File: config.mk
export PLATFORM = sky130hd
export DESIGN_NAME = board_gpio_ctrl
export DESIGN_NICKNAME = d
export VERILOG_FILES = /design/src/rtl/board_gpio_ctrl.sv
export SDC_FILE = /design/constraint.sdc
export NUM_CORES = 1
export LEC_CHECK = 0
export CAP_MARGIN = 20
export CORE_ASPECT_RATIO = 1.5
export CORE_UTILIZATION = 55
export CTS_BUF_LIST = sky130_fd_sc_hd__clkbuf_8
export DETAILED_ROUTE_END_ITERATION = 10
export PLACE_DENSITY_LB_ADDON = 0.15
export SKIP_LAST_GASP = 1
export SLEW_MARGIN = 40
export SYNTH_ARGS = -nofsm -noshare
export SYNTH_HDL_FRONTEND = slang
export SYNTH_SLANG_ARGS = --single-unit
File: constraint.sdc
create_clock -name clk_i -period 3.6 [get_ports clk_i]
set_input_delay 0.54 -clock clk_i [delete_from_list [all_inputs] [get_ports clk_i]]
set_output_delay 0.54 -clock clk_i [all_outputs]
set_load 0.01 [all_outputs]
File: src/rtl/board_gpio_ctrl.sv
// board_gpio_ctrl
// Board GPIO block: debounced switch inputs with sticky change flags and a
// level interrupt, plus an LED register driving the board LEDs, all reachable
// over a simple single-cycle request/ack host bus.
//
// Ports:
//   clk_i        sole clock, everything on the rising edge
//   rst_i        synchronous active-high reset
//   sw_i         raw asynchronous board switches (SW_WIDTH bits)
//   led_o        registered LED drive (LED_WIDTH bits)
//   bus_req_i    host request, sampled every cycle
//   bus_we_i     1 = write, 0 = read
//   bus_addr_i   byte address, register selected by bits [3:2]
//   bus_wdata_i  write data
//   bus_ack_o    one-cycle acknowledge, exactly one cycle after the request
//   bus_rdata_o  read data, valid only while bus_ack_o is high (else 0)
//   irq_o        level interrupt: irq_en & any edge flag, registered
//
// Register map (bus_addr_i[3:2]):
//   0 SW   read-only debounced switch state, zero-extended
//   1 LED  read/write LED register
//   2 EDGE sticky switch-change flags, write 1 to clear
//   3 CTRL [7:0] PWM duty, [8] irq_en
//
// Optional feature macro: BOARD_GPIO_PWM_EN
//   defined   -> a free-running PWM_BITS counter dims the LEDs by CTRL duty
//   undefined -> LEDs follow the LED register directly, CTRL[7:0] reads 0

module board_gpio_ctrl #(
  parameter int SW_WIDTH        = 16,
  parameter int LED_WIDTH       = 16,
  parameter int DEBOUNCE_CYCLES = 100000,
  parameter int PWM_BITS        = 8
) (
  input  logic                 clk_i,
  input  logic                 rst_i,
  input  logic [SW_WIDTH-1:0]  sw_i,
  output logic [LED_WIDTH-1:0] led_o,
  input  logic                 bus_req_i,
  input  logic                 bus_we_i,
  input  logic [3:0]           bus_addr_i,
  input  logic [31:0]          bus_wdata_i,
  output logic                 bus_ack_o,
  output logic [31:0]          bus_rdata_o,
  output logic                 irq_o
);

  localparam int CNT_W = $clog2(DEBOUNCE_CYCLES);
  localparam logic [CNT_W-1:0] CNT_LAST = CNT_W'(DEBOUNCE_CYCLES - 1);

  typedef enum logic [1:0] {
    REG_SW   = 2'd0,
    REG_LED  = 2'd1,
    REG_EDGE = 2'd2,
    REG_CTRL = 2'd3
  } reg_sel_e;

  logic [SW_WIDTH-1:0]  sync_meta;
  logic [SW_WIDTH-1:0]  sync;
  logic [SW_WIDTH-1:0]  prev;
  logic [SW_WIDTH-1:0]  stable;
  logic [SW_WIDTH-1:0]  stable_d;
  logic [SW_WIDTH-1:0]  stable_next;
  logic [SW_WIDTH-1:0]  edge_flags;
  logic [SW_WIDTH-1:0]  edge_clr;
  logic [CNT_W-1:0]     cnt;
  logic                 tick;

  logic [LED_WIDTH-1:0] led_reg;
  logic                 irq_en;

  reg_sel_e             sel;
  logic                 wr_en;
  logic                 rd_en;
  logic [31:0]          rd_val;

`ifdef BOARD_GPIO_PWM_EN
  logic [7:0]           duty;
  logic [PWM_BITS-1:0]  pwm;
  logic [PWM_BITS-1:0]  duty_p;
  logic                 pwm_on;
`endif

  // Address bits [1:0] and wide write-data bits have no register behind them;
  // folding them here keeps them visibly intentional rather than forgotten.
  logic unused_ok;
  assign unused_ok = ^{bus_addr_i[1:0], bus_wdata_i, (PWM_BITS > 8)};

  // The debounce sample strobe fires on the last count of each sample period.
  // A bit is accepted into stable only when two consecutive samples agree, so
  // anything shorter than one sample period can never be seen twice in a row.
  always_comb begin
    tick        = (cnt == CNT_LAST);
    stable_next = (sync & ~(sync ^ prev)) | (stable & (sync ^ prev));
  end

  // Bus decode and read mux. Reads see the register contents before any
  // write of the same cycle lands, which is what makes EDGE return the
  // pre-clear value.
  always_comb begin
    sel      = reg_sel_e'(bus_addr_i[3:2]);
    wr_en    = bus_req_i & bus_we_i;
    rd_en    = bus_req_i & ~bus_we_i;
    rd_val   = '0;
    edge_clr = '0;
    case (sel)
      REG_SW:   rd_val[SW_WIDTH-1:0]  = stable;
      REG_LED:  rd_val[LED_WIDTH-1:0] = led_reg;
      REG_EDGE: rd_val[SW_WIDTH-1:0]  = edge_flags;
      REG_CTRL: begin
        rd_val[8] = irq_en;
`ifdef BOARD_GPIO_PWM_EN
        rd_val[7:0] = duty;
`endif
      end
      default: rd_val = '0;
    endcase
    if (wr_en && (sel == REG_EDGE)) begin
      edge_clr = bus_wdata_i[SW_WIDTH-1:0];
    end
  end

  // Switch path: two-flop synchronizer, sample prescaler, debounced state and
  // sticky change flags. A change in stable is detected against its delayed
  // copy, so the flag rises the cycle after stable moves. New changes are
  // OR-ed in after the W1C mask so a set always beats a simultaneous clear.
  always_ff @(posedge clk_i) begin
    if (rst_i) begin
      sync_meta  <= '0;
      sync       <= '0;
      prev       <= '0;
      stable     <= '0;
      stable_d   <= '0;
      edge_flags <= '0;
      cnt        <= '0;
    end else begin
      sync_meta <= sw_i;
      sync      <= sync_meta;
      cnt       <= tick ? '0 : cnt + CNT_W'(1);
      if (tick) begin
        prev   <= sync;
        stable <= stable_next;
      end
      stable_d   <= stable;
      edge_flags <= (edge_flags & ~edge_clr) | (stable ^ stable_d);
    end
  end

  // Host bus: every sampled request is acknowledged exactly one cycle later,
  // with write side effects landing on that same edge. The interrupt is a
  // registered view of irq_en and the flags as they stood before this edge.
  always_ff @(posedge clk_i) begin
    if (rst_i) begin
      bus_ack_o   <= 1'b0;
      bus_rdata_o <= '0;
      led_reg     <= '0;
      irq_en      <= 1'b0;
      irq_o       <= 1'b0;
`ifdef BOARD_GPIO_PWM_EN
      duty        <= '0;
`endif
    end else begin
      bus_ack_o   <= bus_req_i;
      bus_rdata_o <= rd_en ? rd_val : '0;
      irq_o       <= irq_en & (|edge_flags);
      if (wr_en) begin
        case (sel)
          REG_LED:  led_reg <= bus_wdata_i[LED_WIDTH-1:0];
          REG_CTRL: begin
            irq_en <= bus_wdata_i[8];
`ifdef BOARD_GPIO_PWM_EN
            duty   <= bus_wdata_i[7:0];
`endif
          end
          default: ;
        endcase
      end
    end
  end

`ifdef BOARD_GPIO_PWM_EN
  // LED dimming: a free-running counter is compared against the low duty bits.
  // An all-ones duty is treated as fully on so the top step is not one short.
  always_comb begin
    duty_p = duty[PWM_BITS-1:0];
    pwm_on = (pwm < duty_p) | (&duty_p);
  end

  always_ff @(posedge clk_i) begin
    if (rst_i) begin
      pwm   <= '0;
      led_o <= '0;
    end else begin
      pwm   <= pwm + PWM_BITS'(1);
      led_o <= led_reg & {LED_WIDTH{pwm_on}};
    end
  end
`else
  // Without dimming the LEDs simply follow the LED register, one cycle behind.
  always_ff @(posedge clk_i) begin
    if (rst_i) begin
      led_o <= '0;
    end else begin
      led_o <= led_reg;
    end
  end
`endif

endmodule

# Word-level counts from Yosys, hierarchy flattened
# Cells that the tools add are included.
# op_classes
n_addsub,1
n_eq_ne,4
mux,4
bitwise_logic,14
n_reduce_logical,7
# ops
operator,count
AND 16 bit,3
NOT 16 bit,2
OR 16 bit,2
bitwise XOR 16 bit,2
one-hot mux 8 bit (3 select lines),1
one-hot mux 7 bit (3 select lines),1
adder 17 x 1 -> 17 bit (second input constant),1
equality test 17 bit (second input constant),1
two-way mux 16 bit,1
OR reduction 16 bit,1
equality test 2 bit (second input constant),2
one-hot mux 1 bit (4 select lines),1
AND reduction 2 bit,2
OR reduction 2 bit,2
AND 1 bit,3
equality test 2 x 1 -> 1 bit (second input constant),1
zero test 2 bit,1
NOT 1 bit,2
logical AND 1 bit,1
# totals
register_bits,180
output_inout_bits,50

# Longest topological paths before layout
# depth
ltp_word,6
depth_mapped,7
mapped_depth_nobuf,5

# Worst setup path before layout
# Ideal clock, no wire load.
# synth_path
path_type,register to register
startpoint,reg cnt[12]
endpoint,reg (tool-made name)
arrival_time_ps,1826
slack_ps,1642
path_stages_with_launch,7
path_cell_list,dfxtp_1 -> or4_4 -> or4_1 -> buf_6 -> buf_8 -> nand2_1 -> a31oi_1
# synth_lines
item,line_no,source
"start, declared",66,logic [CNT_W-1:0] cnt;
"start signal, assigned",139,cnt <= tick ? '0 : cnt + CNT_W'(1);

# Worst setup path after layout
# layout_path
startpoint,reg cnt[0]
endpoint,reg cnt[6]
# layout_via
elab_chain_cells,2
# layout_rtl
item
"parallel branches: the longest is 2 deep, another holds adder 17 x 1 -> 17 bit"
# Parallel ways; which one is timed is not known.
# A chain may end at the register's enable or synchronous reset.

==> impl_metrics.csv <==
group,metric,value,unit
clock_tree,numCtsBuffers,17,
timing,maxSlewViolCount,0,
layout,fin_nets,775,
synth,syn_avg_cell_area,9.15,um2
floorplanning,rows,46,
global_route,grt_max_degree,67,
placement,dpl.hpwl,7390,um
floorplanning,die_area,11400,um2
clock_tree,cts_hold_buf,0,
timing,finalSetupViolCount,0,
detailed_routing,remaining_drc_errors,0,
timing,worstMarginPinSlew,670,ps
floorplanning,ios,106,
layout,final_area,7140,um2
placement,place_area,6700,um2
worst_setup_path,critical_path_class,"reg -> reg",
layout,area.growth.synth_to_final,18.8,%
clock_tree,post_cts_buffers,0,
detailed_routing,drt_wl_total,10500,um
layout,regMostFlops,"cnt",
power_and_ir_drop,cellPowerDensity,474,nW/um2
layout,largest_reg_flops,17,
clock_tree,cts_buffer_depth,2,
synth,synthTopCellsByArea,"dfxtp_1 55%, nor2b_1 7.0%, nand2_1 6.4%, a21oi_1 5.3%, nor2_1 4.0%",
synth,async_flop_share,0,
detailed_routing,route.detailed.wl_per_inst,12.0,um
synth,synth_ff_type,"dfxtp_1",
floorplanning,die_w,87.4,um
layout,drive_above_1_share,0.0643,
synth,synth_area,6010,um2
placement,io_buffers,71,
detailed_routing,vias,4334,
layout,num-fill-cells,903,
power_and_ir_drop,ir_drop,0.306,mV
timing,rsz0062_at_grt,"false",
timing,slew_headroom,0.553,
clock_tree,cts_tree,"yes",
synth,yosysUniqueCellTypes,41,
placement,place_congestion,0.832,
global_route,grt_pass1_vias,3905,
timing,fin_crit_sh,0.672,
clock_tree,clk_pin_slew,80,ps
floorplanning,die-height,130,um
worst_setup_path,cp.required,3940,ps
run,cap_violations,0,
min_path,min_path_type,"reg -> reg",
timing,setup_tns,0,ps
timing,final_hold_viol_count,0,
synth,ys_warn_count,0,
detailed_routing,dr.pass1.iters,4,
synth,syn_inst,657,
detailed_routing,drtIter0Drc,153,
outcome,status,"completed",
synth,synth-seq-cells,164,
floorplanning,fp.coreArea,10600,um2
detailed_routing,avgViaCountPerCell,4.95,
worst_setup_path,cp_max_fo,17,
synth,synth_edf_count,0,
global_route,antenna_found_initial,0,
global_route,grt_remaining_overflow,0,
timing,fin_skew,6.42,ps
worst_setup_path,endpoint_kind,"register",
clock_tree,clk_latency,450,ps
clock_tree,cts_resized,0,
synth,synth_top_cell_area_share,0.546,
detailed_routing,ant_nets,0,
global_route,grt_use_total,0.198,
timing,timing.fmax,413,MHz
synth,yosys.area.top_type,"dfxtp_1",
power_and_ir_drop,p_leak,2.61,nW
worst_setup_path,critPathLaunchType,"register",
layout,n_antenna_cell,0,
global_route,grt_pass1_wl,17400,um
floorplanning,initial_utilization,0.568,
clock_tree,htreeDepth,4,
synth,seq_area_frac_synth,0.546,
clock_tree,clock-sinks,164,
timing,period_minus_slack,2420,ps
worst_setup_path,arrival,2760,ps
clock_tree,root_buffer,"clkbuf_8",
## cell usage in the layout, fill, tap and decap left out, drive strengths merged, types with 5 or more instances in the layout
cell	instances
a21oi	64
xor2	20
xnor2	9
dfxtp	164
inv	8
nand4	5
clkbuf	19
conb	16
nand3	24
clkdlybuf4s50	70
nor2	64
a31oi	16
o21ai	17
nor2b	67
nand2	102
buf	8
nor4	10
mux2i	16
## cells in the mapped netlist, drive strengths merged, types with 3 or more instances
cell,n
xnor2,9
xor2,20
o21ai,17
clkbuf,24
nor2b,67
a31oi,16
nor2,64
a21oi,64
nand3,24
inv,4
or3,3
nor4,10
mux2i,16
nand4,5
nand2,102
dfxtp,164
or4,4
buf,27
## kinds of logic (layout without fill, tap and decap cells)
logic type | count (synthesis) | in the layout | synth area share
AO/OA/AOI/OAI | 98 | 98 | 0.0856
multiplexers | 18 | 18 | 0.0323
AND/OR/NAND/NOR | 291 | 291 | 0.239
buffers and inverters | 55 | 114 | 0.0525
XOR/XNOR | 29 | 29 | 0.0423
adder cells (fa/ha/maj) | 1 | 1 | 0.00208
flip-flops | 164 | 164 | 0.546
other | 1 | 16 | 0.000624
## final cells by class
type | count | area [um2] | area share
Multi-Input combinational cell | 453 | 2470 | 0.346
Inverter | 4 | 15.0 | 0.00210
Tap cell | 144 | 180 | 0.0252
Clock inverter | 13 | 173 | 0.0242
Sequential cell | 164 | 3280 | 0.460
Timing Repair Buffer | 78 | 761 | 0.107
Clock buffer | 19 | 262 | 0.0366
## worst max-delay path: stages, from the launching register on
cell and delay, ps:
dfxtp_1 410, ha_1 310, nand4_1 300, or4_1 890, nand2b_4 320, nor2_1 80
## where the power goes
part,internal [mW],switching (mW)
Sequential,1.84,0.0134
Clock,0.733,0.661
Combinational,0.0667,0.0713
## metal layers
layer,share of wire,track usage,vias up,wire (um)
li1,-,-,2266,-
met1,0.42,0.210,1911,4350
met2,0.50,0.347,128,5290
met3,0.045,0.0582,29,467
met4,0.036,0.111,0,377
met5,0,0,-,0
## metrics by stage
stage	power (mW)	cells	util	setup slack [ps]	hold slack, ps
after CTS	3.41	874	0.674	1150	443
after floorplan	1.98	672	-	1640	414
after global placement	2.03	841	0.632	880	417
after detailed placement	2.03	842	0.633	813	423
final	3.38	875	0.674	1180	439
after global routing	3.50	875	0.674	1030	459
## worst paths after layout
path              depth (start not counted)  endpoint  slack [ps]    startpoint
setup / recovery                          5    cnt[6]        1180        cnt[0]
hold / removal                            1   sync[3]         440  sync_meta[3]
setup reg to reg                          5    cnt[6]        1180        cnt[0]
hold reg to reg                           1   sync[3]         440  sync_meta[3]
(Power assumes the default switching activity.)
